$ cat src/rtl/divisor_secuencial_pkg.sv
// Shared definitions for the sequential restoring divider: FSM encoding and default width.
package divisor_secuencial_pkg;

    localparam int unsigned DefaultWidth = 8;

    // 2'd3 is unused and recovers to StIdle.
    typedef enum logic [1:0] {
        StIdle = 2'd0,
        StRun  = 2'd1,
        StDone = 2'd2
    } div_state_e;

endpackage

$ cat src/rtl/divisor_secuencial_paso_resta.sv
// One restoring subtract-and-compare step: trial subtraction of d from the shifted remainder.
module paso_resta
    import divisor_secuencial_pkg::*;
#(
    parameter int unsigned WIDTH = DefaultWidth
) (
    input  logic [WIDTH:0]   r_shift,
    input  logic [WIDTH-1:0] d,
    output logic [WIDTH-1:0] r_next,
    output logic             q_bit
);

    logic [WIDTH:0] t;

    // A restored remainder always stays below d, so only WIDTH bits are returned.
    always_comb begin
        t      = r_shift - {1'b0, d};
        q_bit  = ~t[WIDTH];
        r_next = q_bit ? t[WIDTH-1:0] : r_shift[WIDTH-1:0];
    end

endmodule

$ cat src/rtl/divisor_secuencial.sv
// Multi-cycle unsigned divider: one restoring step per clock, registered results and done pulse.
module divisor_secuencial
    import divisor_secuencial_pkg::*;
#(
    parameter int unsigned WIDTH = DefaultWidth
) (
    input  logic             clk,
    input  logic             rst_n,
    input  logic             start,
    input  logic [WIDTH-1:0] dividend,
    input  logic [WIDTH-1:0] divisor,
    output logic             busy,
    output logic             done,
    output logic [WIDTH-1:0] quotient,
    output logic [WIDTH-1:0] remainder,
    output logic             div_by_zero
);

    localparam int unsigned CntW = $clog2(WIDTH + 1);

    div_state_e       state_q, state_d;
    logic [WIDTH-1:0] r_q, r_d;
    logic [WIDTH-1:0] q_q, q_d;
    logic [WIDTH-1:0] d_q, d_d;
    logic [CntW-1:0]  cnt_q, cnt_d;
    logic             zero_q, zero_d;
    logic             busy_q, busy_d;
    logic             done_q, done_d;
    logic [WIDTH-1:0] quot_q, quot_d;
    logic [WIDTH-1:0] rem_q, rem_d;
    logic             dbz_q, dbz_d;

    logic [WIDTH:0]   r_shift;
    logic [WIDTH-1:0] r_next;
    logic             q_bit;

    // The partial remainder's top bit is always zero between steps, so it is not stored.
    assign r_shift = {1'b0, r_q, q_q[WIDTH-1]};

    paso_resta #(
        .WIDTH (WIDTH)
    ) u_paso_resta (
        .r_shift (r_shift),
        .d       (d_q),
        .r_next  (r_next),
        .q_bit   (q_bit)
    );

    always_comb begin
        state_d = state_q;
        r_d     = r_q;
        q_d     = q_q;
        d_d     = d_q;
        cnt_d   = cnt_q;
        zero_d  = zero_q;
        quot_d  = quot_q;
        rem_d   = rem_q;
        dbz_d   = dbz_q;

        case (state_q)
            StIdle: begin
                if (start) begin
                    r_d     = '0;
                    q_d     = dividend;
                    d_d     = divisor;
                    dbz_d   = 1'b0;
                    state_d = StRun;
                    if (divisor == '0) begin
                        // Zero step count: the finishing cycle loads the flagged result.
                        zero_d = 1'b1;
                        cnt_d  = '0;
                    end else begin
                        zero_d = 1'b0;
                        cnt_d  = CntW'(WIDTH);
                    end
                end
            end
            StRun: begin
                if (cnt_q != '0) begin
                    r_d   = r_next;
                    q_d   = {q_q[WIDTH-2:0], q_bit};
                    cnt_d = cnt_q - CntW'(1);
                end else begin
                    state_d = StDone;
                    if (zero_q) begin
                        quot_d = '1;
                        rem_d  = q_q;
                        dbz_d  = 1'b1;
                    end else begin
                        quot_d = q_q;
                        rem_d  = r_q;
                        dbz_d  = 1'b0;
                    end
                end
            end
            StDone: begin
                state_d = StIdle;
            end
            default: begin
                state_d = StIdle;
            end
        endcase

        busy_d = (state_d != StIdle);
        done_d = (state_d == StDone);
    end

    always_ff @(posedge clk) begin
        if (!rst_n) begin
            state_q <= StIdle;
            r_q     <= '0;
            q_q     <= '0;
            d_q     <= '0;
            cnt_q   <= '0;
            zero_q  <= 1'b0;
            busy_q  <= 1'b0;
            done_q  <= 1'b0;
            quot_q  <= '0;
            rem_q   <= '0;
            dbz_q   <= 1'b0;
        end else begin
            state_q <= state_d;
            r_q     <= r_d;
            q_q     <= q_d;
            d_q     <= d_d;
            cnt_q   <= cnt_d;
            zero_q  <= zero_d;
            busy_q  <= busy_d;
            done_q  <= done_d;
            quot_q  <= quot_d;
            rem_q   <= rem_d;
            dbz_q   <= dbz_d;
        end
    end

    assign busy        = busy_q;
    assign done        = done_q;
    assign quotient    = quot_q;
    assign remainder   = rem_q;
    assign div_by_zero = dbz_q;

endmodule

$ cat config.mk
export PLATFORM = sky130hd
export DESIGN_NAME = divisor_secuencial
export DESIGN_NICKNAME = d
export VERILOG_FILES = /design/src/rtl/divisor_secuencial_pkg.sv /design/src/rtl/divisor_secuencial_paso_resta.sv /design/src/rtl/divisor_secuencial.sv
export SDC_FILE = /design/constraint.sdc
export NUM_CORES = 1
export LEC_CHECK = 0
export BUFFER_PORTS_ARGS = -buffer_cell sky130_fd_sc_hd__buf_2
export CELL_PAD_IN_SITES_DETAIL_PLACEMENT = 1
export CELL_PAD_IN_SITES_GLOBAL_PLACEMENT = 1
export CORE_ASPECT_RATIO = 0.5
export CORE_MARGIN = 5
export CORE_UTILIZATION = 42
export CTS_CLUSTER_DIAMETER = 30
export CTS_CLUSTER_SIZE = 40
export DETAILED_ROUTE_END_ITERATION = 16
export GPL_TIMING_DRIVEN = 0
export PLACE_DENSITY_LB_ADDON = 0.3
export SETUP_SLACK_MARGIN = 0.1
export SLEW_MARGIN = 25
export SYNTH_ARGS = -nofsm -noshare
export SYNTH_HDL_FRONTEND = slang
export SYNTH_SLANG_ARGS = --single-unit
$ cat constraint.sdc
create_clock -name clk -period 2.4 [get_ports clk]
set_clock_uncertainty 0.1 [all_clocks]
set_input_delay 0.48 -clock clk [delete_from_list [all_inputs] [get_ports clk]]
set_output_delay 0.48 -clock clk [all_outputs]
set_load 0.1 [all_outputs]
==> key figures, run 1 <==
Route
  – DRT iter0 DRCs: around 150
  – Post-route antenna net violation count: 0
  – Vias: 2466
  – Number of iterations in the first detailed-routing pass: 4
  – Average routed wire per standard cell: ~19 um
  – Met3 wirelength from detailed routing: 305 um
  – Final routed DRC violation total: 0
  – Length of routed wiring on met1: 3835 um
  – Vias per std cell: 5.762
  – Met2 WL post-DR: 3771 um
  – DR top layer: met4
  – Total length of routed wires: 8088 um

Die
  – Top Ports: 38
  – Initial Util: 0.4267
  – Total Die Area: between 7000 and 8000 um^2
  – Rows: 20
  – CORE AREA: 6006 um^2
  – DIE HEIGHT: 65.23 um
  – Chip Width: 120.5 um

Layout
  – Fin cells: 428
  – Relative area change from synthesis to final layout: 20.51%
  – Inserted Diodes: 0
  – Most frequent cells in the layout: dfxtp_1, buf_2, nand2_1
  – Final core utilization: 0.5142
  – Most common library cell in the layout ignoring fill and taps: dfxtp_1
  – Number of nets in the layout: 380
  – Fraction of layout instances using a drive strength above 1: 0.2222

Synthesis
  – Count of cell types in the netlist: 54
  – Net count after synthesis: about 340
  – Main synth FF type: dfxtp_1
  – Number of enable flip-flop cells after synthesis: 0
  – Sequential area share after synthesis: 0.3906
  – Warnings from Yosys: 0
  – Mean instance size in the synthesized netlist: between 8 and 9 um^2
  – Mux share of post-synthesis cell area: 0.02734
  – Ys async rst share: 0
  – Post-synthesis compound-gate area fraction: 0.2056
  – Post-synthesis sequential element count: 50
  – Fraction of synthesized cell area in xor and xnor cells: 0.01367
  – Count of mapped cells out of synthesis: approximately 300
  – Netlist area before placement: 2562 um^2
  – Adder and majority gate portion of the synthesized area: 0.05664
  – Basic-gate share of the synthesized area counting and, or, nand and nor cells: 0.2515
  – Dominant combinational cell family by area after synthesis: simple AND/OR/NAND/NOR gates

Global route
  – Tot GR Track Use: 0.2142
  – First-pass GRT wire length: 13320 um
  – Maximum number of pins on one net before global-route repair: 17
  – Remaining global-route overflow: 0
  – Vias in the first global route: 2595
  – Initial antenna violation count: 0

Worst setup path
  – Kind of capture point of the worst setup path: flip-flop
  – Highest cell delay on the worst timing path: around 400 ps
  – Capturing point of the worst reg2reg path: r_q[0]
  – Highest fanout seen on the critical path: 5
  – Buf+Inv Stages, Crit Path: 1
  – Critical path class: flip-flop to flip-flop
  – Series of cell instances along the critical path: inv_1, ha_2, fa_2, nand2b_4, a21bo_4, a21oi_4, a21boi_1, o31ai_1
  – R2r setup slk: 190 ps
  – Largest delay share family, worst path: compound AO/OA/AOI/OAI gates
  – Launching element type of the critical path: flip-flop
  – Data arrival at the endpoint of the critical path: 2300 ps
  – Required time worst endpoint: roughly 2500 ps
  – Worst flop-to-flop path startpoint: q_q[7]
  – Slowest-stage cell, CP: dfxtp_4
  – Depth of the worst register-to-register path: 8

Clock tree
  – Number of sinks on the clock net: 50
  – CTS root buf: clkbuf_16
  – Clk buf depth: 2
  – CTS H-Tree Depth: 2
  – TritonCTS clock tree: built
  – Number of CTS-inserted buffers: 5
  – Hold_buf cts: 0
  – Worst-skew pair later-pin latency: 290 ps
  – Clock-pin slew reported for the worst setup and hold paths after clock tree synthesis: 70 ps

STA
  – RSZ-0062 raised after global routing: yes
  – Final critical delay including setup and external delays: around 2200 ps
  – Final hold viol count: 0
  – Max-slew headroom: 0.5903
  – Period utilisation layout: 0.9188
  – Number of max-slew violations in the final report: 0
  – Setup slack after layout: roughly 200 ps
  – Highest clock frequency the design can meet: 453.5 MHz
  – Final setup violating endpoints: 0
  – Slew at the pin closest to its max-slew limit: 614.6 ps
  – Sum of negative setup slack: 0 ps

Hold path
  – Min-Delay Path Depth: 3
  – Worst hold endpoint: d_q[5]
  – Worst min-delay path category: primary input to flip-flop
  – Launch instance of the worst min-delay path: divisor[5]

Pwr
  – Power density over cell area: 913.6 nW/um^2
  – Leakage power total: 1.261 nW
  – Largest voltage drop on the vdd net: 324.5 uV

Place
  – Post-Place Setup Slack: -45.45 ps
  – Final RePlAce weighted congestion: 0.8020
  – Placed cell count: 418
  – HPWL after detailed placement: slightly below 6000 um
  – Count of port buffers added during placement: 36

Job
  – Max-capacitance violation count: 0

Status
  – Run status: finished, final reports clean
==> flip-flops by register name, indices dropped and copies added (netlist names) <==
signal / flops
zero_q: 1
busy: 1
remainder: 8
state_q: 2
div_by_zero: 1
d_q: 8
cnt_q: 4
quotient: 8
done: 1
q_q: 8
r_q: 8
==> cell type report <==
cell class	instances	area (um^2)
Inverter	13	48.80
Timing Repair Buffer	38	195.2
Clock buffer	6	138.9
Multi-Input combinational cell	226	1474
Sequential cell	50	1005
Tap cell	77	96.34
Buffer	16	91.34
Fill cell	741	2918
Clock inverter	2	38.79
==> synthesized netlist by cell type (3+ instances only) <==
master / n / area share
mux2i_1: 7 / 0.027
dfxtp_1: 50 / 0.39
a31oi_1: 3 / 0.0073
buf_2: 4 / 0.0078
xnor2_1: 3 / 0.010
nand4_1: 3 / 0.0073
and3_1: 4 / 0.0098
o31ai_1: 5 / 0.015
a211oi_1: 4 / 0.012
buf_6: 3 / 0.013
clkbuf_1: 7 / 0.010
a311oi_1: 7 / 0.024
ha_1: 10 / 0.049
nand2_1: 38 / 0.056
nand2b_1: 3 / 0.0073
nor3_1: 26 / 0.051
a21boi_0: 3 / 0.0088
nor2_1: 35 / 0.051
nand3_1: 10 / 0.020
o211ai_1: 6 / 0.018
o21ai_0: 4 / 0.0078
a21oi_1: 13 / 0.025
or3_1: 3 / 0.0073
inv_1: 12 / 0.018
o21a_1: 4 / 0.012
==> power breakdown <==
group	internal, W	switching, W	leakage, nW
registers	0.000918	0.0000808	0.410
logic	0.000289	0.000689	0.763
clock network	0.000525	0.000321	0.0875
total	0.00173	0.00109	1.26
==> metrics by stage <==
step	area [um^2]	hold slack, ps	power [W]
floorplan	2562	336.3	0.001730
global placement	2839	347.6	0.001901
detailed placement	2839	352.1	0.001941
CTS	3059	343.3	0.002797
global route	3088	361.5	0.002943
finish	3088	346.0	0.002821
==> how the worst max path moves through the flow <==
stage | depth (start not counted) | start | endpoint
after CTS | 8 | q_q[7] | r_q[0]
final | 8 | q_q[7] | r_q[0]
after global routing | 8 | q_q[7] | r_q[0]
after detailed placement | 8 | q_q[7] | r_q[7]
after global placement | 8 | q_q[7] | r_q[6]
after floorplan | 8 | q_q[7] | r_q[5]
==> worst min-delay path: cells and delay by family <==
kind	cells	cell delay (ps)
AO/OA/AOI/OAI	1	50
buffers and inverters	1	100
AND/OR/NAND/NOR	1	50
==> cell families (layout without fill, tap and decap cells) <==
group / after synthesis / in the layout
multiplexers: 7 / 7
adder cells (fa/ha/maj): 11 / 11
XOR/XNOR: 4 / 4
AO/OA/AOI/OAI: 70 / 70
AND/OR/NAND/NOR: 134 / 134
flip-flops: 50 / 50
buffers and inverters: 29 / 75
==> metal layers <==
layer / vias to the layer above / global-route usage
li1: 1179 / -
met1: 1211 / 0.2667
met2: 59 / 0.3773
met3: 17 / 0.03869
met4: 0 / 0.07345
met5: - / 0
==> what timing repair did <==
action,in CTS,in global routing
buffers inserted,2,0
resized for setup,6,7
endpoints found under the setup margin,9,9
pin swaps,1,4
No activity file was read; power rests on OpenSTA's default activity.
==> inputs of run 2 (changes only) <==
--- a/config.mk
+++ b/config.mk
@@ -10,7 +10,8 @@
 export CELL_PAD_IN_SITES_GLOBAL_PLACEMENT = 1
 export CORE_ASPECT_RATIO = 0.5
 export CORE_MARGIN = 5
-export CORE_UTILIZATION = 42
+export CORE_UTILIZATION = 44
+export CTS_BUF_LIST = sky130_fd_sc_hd__clkbuf_8
 export CTS_CLUSTER_DIAMETER = 30
 export CTS_CLUSTER_SIZE = 40
 export DETAILED_ROUTE_END_ITERATION = 16
==> run 2 against run 1 <==
Net effect: non-clock buffer count rose by 2; via count shrank 0.57%; critical path depth did not move; first-iteration DRC count increased by 43%; sequential power fell by 0.4%; clock power shrank 25%; count of clock-buffer cells in the layout down 1; wire length about the same; fmax shrank 1.5%; flip-flop and latch count unchanged; critical endpoint is now r_q[5].
==> key figures, run 2 (synthesis gave the netlist of run 1 again) <==
Status
  – Run status: finished, final reports clean

Layout
  – Relative area change from synthesis to final layout: 18.70%
  – FF/Latch Area: 1005 um^2
  – Fraction of layout instances using a drive strength above 1: 0.2408
  – Most frequent cells in the layout: dfxtp_1, buf_2, nand2_1
  – Number of fill cells in the layout: 701
  – Inserted Diodes: 0
  – Most common library cell in the layout ignoring fill and taps: dfxtp_1
  – Number of nets in the layout: between 300 and 400
  – Finished Cell Area: 3042 um^2
  – Area taken by multi-input logic gates: 1478 um^2

Route
  – Final routed DRC violation total: 0
  – Total length of routed wires: 8091 um
  – Vias per std cell: between 5 and 6
  – Vias: 2452
  – DRT iter0 DRCs: 219
  – Number of iterations in the first detailed-routing pass: 4
  – Average routed wire per standard cell: 18.99 um
  – Post-route antenna net violation count: 0

Clock tree
  – Clock-pin slew reported for the worst setup and hold paths after clock tree synthesis: around 100 ps
  – CTS H-Tree Depth: 2
  – Worst-skew pair later-pin latency: around 310 ps
  – Hold_buf cts: 0
  – TritonCTS clock tree: built
  – Number of CTS-inserted buffers: 5
  – Number of sinks on the clock net: 50
  – CTS root buf: clkbuf_8
  – Clk buf depth: 2

Die
  – Total Die Area: roughly 7500 um^2
  – DIE HEIGHT: 63.96 um
  – Top Ports: 38
  – Initial Util: 0.4606
  – CORE AREA: around 5600 um^2
  – Chip Width: about 120 um
  – Rows: 19

Pwr
  – Leakage power total: around 1.2 nW
  – Power density over cell area: 860.0 nW/um^2
  – Largest voltage drop on the vdd net: 492.5 uV

STA
  – Period utilisation layout: 0.9326
  – RSZ-0062 raised after global routing: no
  – Sum of negative setup slack: 0 ps
  – Slew at the pin closest to its max-slew limit: 637.3 ps
  – Final hold viol count: 0
  – Number of max-slew violations in the final report: 0
  – Highest clock frequency the design can meet: 446.8 MHz
  – Max-slew headroom: 0.5751
  – Final setup violating endpoints: 0
  – Setup slack after layout: 161.7 ps
  – Final critical delay including setup and external delays: 2238 ps

Worst setup path
  – Buf+Inv Stages, Crit Path: 1
  – Capturing point of the worst reg2reg path: r_q[5]
  – Kind of capture point of the worst setup path: flip-flop
  – Slowest-stage cell, CP: dfxtp_4
  – Critical path class: flip-flop to flip-flop
  – Data arrival at the endpoint of the critical path: around 2300 ps
  – WP depth: 8
  – Highest cell delay on the worst timing path: ~400 ps
  – Worst flop-to-flop path startpoint: q_q[7]
  – Launching element type of the critical path: flip-flop
  – R2r setup slk: 160 ps
  – Highest fanout seen on the critical path: 6
  – Depth of the worst register-to-register path: 8
  – Series of cell instances along the critical path: inv_1, ha_1, fa_2, nand2b_4, a21bo_2, a21o_2, o21ai_2, o211ai_1
  – Largest delay share family, worst path: compound AO/OA/AOI/OAI gates
  – Required time worst endpoint: about 2500 ps

Global route
  – Met2 Use GR: 0.3754
  – Initial antenna violation count: 0
  – Routing usage on met1: 0.2652
  – Remaining global-route overflow: 0
  – Tot GR Track Use: 0.2156
  – Most Crowded Layer GR: met2
  – Maximum number of pins on one net before global-route repair: 18
  – First-pass GRT wire length: 13120 um
  – Vias in the first global route: approximately 2600
  – Global-route met3 utilization: 0.04934

Hold path
  – Worst min-delay path category: primary input to flip-flop
  – Min-Delay Path Depth: 3
  – Launch instance of the worst min-delay path: divisor[3]
  – Worst hold endpoint: d_q[3]

Job
  – Max-capacitance violation count: 0

Place
  – HPWL after detailed placement: 5968 um
  – Post-Place Setup Slack: -18.93 ps
  – Count of port buffers added during placement: 36
  – Final RePlAce weighted congestion: 0.8742
  – Cell Area, Placed: 2834 um^2
run 2: changes by cell type in the layout (fill, tap and decap cells not counted), sizes merged:
| cell | change |
|---|---|
| clkinvlp | +1 |
| clkbuf | -1 |
| buf | +2 |
run 2: repair_timing:
item / CTS / global route
resized for setup: 5 / 11
buffers inserted: 2 / 2
setup endpoints to repair: 9 / 9
pin swaps: 1 / 3
endpoints found under the hold margin: 0 / 0
run 2: worst max path at each step:
stage | from | end | slack, ps
finish | q_q[7] | r_q[5] | 160
global route | q_q[7] | r_q[4] | 80
CTS | q_q[7] | r_q[0] | 100
detailed placement | q_q[7] | r_q[0] | -20
global placement | q_q[7] | r_q[3] | 70
floorplan | q_q[7] | r_q[5] | 320
run 2: power by group:
part	total, W	switching [W]	internal [W]
clock network	0.000637	0.000319	0.000318
logic	0.000984	0.000695	0.000289
registers	0.000995	0.0000771	0.000917
total	0.00262	0.00109	0.00152
run 2: per-layer routing:
layer	routed length, um	share of wire
met5	0	0
met4	196	0.024
met3	513	0.063
met2	3835	0.47
met1	3545	0.44
run 2: layout make-up:
type / instances / share of cell area
sequential: 50 / 0.3303
multi-input combinational: 226 / 0.4858
tap: 73 / 0.03003
clock inverter: 3 / 0.01604
timing repair buffer: 40 / 0.06911
inverter: 13 / 0.01604
buffer: 16 / 0.03003
clock buffer: 5 / 0.02262
run 2: per-stage QoR:
step / hold slack [ps] / util / cells / power, W
final: 314.1 / 0.5468 / 426 / 0.002616
after global routing: 310.3 / 0.5468 / 426 / 0.002747
after CTS: 312.0 / 0.5367 / 424 / 0.002580
after detailed placement: 352.3 / 0.5094 / 414 / 0.001940
after global placement: 347.6 / 0.5094 / 414 / 0.001898
after floorplan: 336.3 / - / 305 / 0.001730
run 2: worst min-delay path, delay by kind of cell:
family	cells	cell delay, ps
AND/OR/NAND/NOR	1	50
AO/OA/AOI/OAI	1	50
buffers and inverters	1	100
==> inputs of run 3 (changes only) <==
--- a/config.mk
+++ b/config.mk
@@ -9,7 +9,7 @@
 export CELL_PAD_IN_SITES_DETAIL_PLACEMENT = 1
 export CELL_PAD_IN_SITES_GLOBAL_PLACEMENT = 1
 export CORE_ASPECT_RATIO = 0.5
-export CORE_MARGIN = 5
+export CORE_MARGIN = 1
 export CORE_UTILIZATION = 44
 export CTS_BUF_LIST = sky130_fd_sc_hd__clkbuf_8
 export CTS_CLUSTER_DIAMETER = 30
==> run 3 against run 2 <==
Net effect: hold slack improved by 3.7 ps; largest cell class unchanged; critical path depth unchanged; utilization shrank 0.28 points; final area down 0.95%; largest power group unchanged; global-route usage grew 6.3 points; sequential power is essentially flat; count of clock-buffer cells in the layout did not move.
==> key figures, run 3 (synthesis gave the netlist of run 1 again) <==
Worst setup path
  – Required time worst endpoint: 2530 ps
  – Critical path class: flip-flop to flip-flop
  – Worst flop-to-flop path startpoint: q_q[7]
  – Series of cell instances along the critical path: inv_1, ha_2, fa_2, nand2b_4, a21bo_4, a21oi_4, a21boi_0, o31ai_1
  – Launching element type of the critical path: flip-flop
  – Depth of the worst register-to-register path: 8
  – Highest fanout seen on the critical path: 6
  – Data arrival at the endpoint of the critical path: about 2400 ps
  – Highest cell delay on the worst timing path: around 400 ps
  – Capturing point of the worst reg2reg path: r_q[1]
  – Kind of capture point of the worst setup path: flip-flop
  – Slowest-stage cell, CP: dfxtp_4
  – R2r setup slk: 170 ps

Route
  – Number of iterations in the first detailed-routing pass: 4
  – Vias per std cell: about 5.8
  – Final routed DRC violation total: 0
  – Average routed wire per standard cell: ~19 um
  – Vias: ~2500
  – Post-route antenna net violation count: 0
  – DRT iter0 DRCs: 107
  – Total length of routed wires: 8004 um

Pwr
  – Leakage power total: between 1 and 1.5 nW
  – Power density over cell area: 826.3 nW/um^2
  – Largest voltage drop on the vdd net: 394.1 uV

Die
  – DIE HEIGHT: 55.96 um
  – Total Die Area: 6151 um^2
  – Chip Width: 109.9 um
  – Initial Util: 0.4626
  – Top Ports: 38
  – Rows: 19
  – CORE AREA: 5539 um^2

Clock tree
  – CTS root buf: clkbuf_8
  – Number of sinks on the clock net: 50
  – Worst-skew pair later-pin latency: 320 ps
  – Number of CTS-inserted buffers: 5
  – Clk buf depth: 2
  – TritonCTS clock tree: built
  – Clock-pin slew reported for the worst setup and hold paths after clock tree synthesis: 100 ps
  – CTS H-Tree Depth: 2

STA
  – Setup slack after layout: approximately 170 ps
  – Slew at the pin closest to its max-slew limit: 646.2 ps
  – Highest clock frequency the design can meet: roughly 450 MHz
  – Final hold viol count: 0
  – Worst hold slack: 317.8 ps
  – Max-slew headroom: 0.5692
  – Period utilisation layout: 0.9272
  – RSZ-0062 raised after global routing: no
  – Final critical delay including setup and external delays: ~2200 ps
  – Number of max-slew violations in the final report: 0
  – Final setup violating endpoints: 0

Global route
  – Remaining global-route overflow: 0
  – First-pass GRT wire length: approximately 13000 um
  – Maximum number of pins on one net before global-route repair: 16
  – Vias in the first global route: 2503
  – Tot GR Track Use: 0.2784
  – Initial antenna violation count: 0

Layout
  – Inserted Diodes: 0
  – Number of nets in the layout: 384
  – Most frequent cells in the layout: dfxtp_1, buf_2, nand2_1
  – Relative area change from synthesis to final layout: 17.58%
  – Number of fill cells in the layout: 683
  – Fraction of layout instances using a drive strength above 1: 0.2260
  – Most common library cell in the layout ignoring fill and taps: dfxtp_1

Status
  – Run status: finished, final reports clean

Job
  – Max-capacitance violation count: 0

Hold path
  – Min-Delay Path Depth: 3
  – Worst hold endpoint: d_q[5]
  – Worst min-delay path category: primary input to flip-flop
  – Launch instance of the worst min-delay path: divisor[5]

Place
  – Post-Place Setup Slack: -46.20 ps
  – Count of port buffers added during placement: 36
  – HPWL after detailed placement: roughly 5700 um
  – Final RePlAce weighted congestion: 0.8531
## run 3: cell types whose count changed in the layout (fill, tap and decap cells not counted), moves of 2 or more
cell and delta:
buf_6 +2, nor3_1 +3, nor3_2 -3, o31ai_1 +2, o31ai_2 -2
## run 3: report_power, final
| group | switching, W | internal [W] | leakage (nW) |
|---|---|---|---|
| Sequential | 0.0000772 | 0.000917 | 0.410 |
| Combinational | 0.000692 | 0.000299 | 0.778 |
| Clock | 0.000302 | 0.000202 | 0.0444 |
## run 3: final cells by class
cell class / instances / area, um^2 / share of cell area
multi-input cells: 226 / 1461 / 0.4850
flip-flops and latches: 50 / 1005 / 0.3335
repair buffers: 42 / 232.7 / 0.07724
plain buffers: 16 / 91.34 / 0.03032
well taps: 73 / 91.34 / 0.03032
clock buffers: 5 / 68.82 / 0.02284
inverters: 13 / 48.80 / 0.01620
clock inverters: 2 / 13.76 / 0.004568
## run 3: worst max path at each step
stage,from,to,slack (ps),cells past startpoint
after global routing,q_q[7],r_q[1],100,8
after CTS,q_q[7],r_q[7],120,9
final,q_q[7],r_q[1],170,8
after global placement,q_q[7],r_q[6],-40,8
after detailed placement,q_q[7],r_q[6],-50,8
after floorplan,q_q[7],r_q[5],320,8
## run 3: stage by stage
| step | total power, W | std cells | area [um^2] | setup TNS, ps | util |
|---|---|---|---|---|---|
| after floorplan | 0.001730 | 305 | 2562 | 0 | - |
| after global placement | 0.001898 | 414 | 2834 | -39.38 | 0.5116 |
| after detailed placement | 0.001934 | 414 | 2834 | -78.54 | 0.5116 |
| after CTS | 0.002451 | 422 | 2958 | 0 | 0.5340 |
| after global routing | 0.002606 | 427 | 3013 | 0 | 0.5439 |
| final | 0.002490 | 427 | 3013 | 0 | 0.5439 |
## run 3: what timing repair did
action | 4_1_cts | 5_1_grt
hold endpoints to repair | 0 | 0
resized for setup | 9 | 5
pin swaps | 1 | 2
buffers inserted | 1 | 5
hold buffers | 0 | 0
endpoints found under the setup margin | 9 | 9
## run 3: routing by layer
layer,global-route usage,vias up,part of all wire
li1,-,1179,-
met1,0.3796,1207,0.46
met2,0.4420,82,0.46
met3,0.04918,18,0.054
met4,0.09905,0,0.022
met5,0,-,0
## run 3: critical path: cells and delay by family, from the launching register on
kind | cells | cell delay (ps)
AO/OA/AOI/OAI | 4 | 880
adder cells (fa/ha/maj) | 2 | 530
flip-flops | 1 | 400
AND/OR/NAND/NOR | 1 | 170
buffers and inverters | 1 | 50
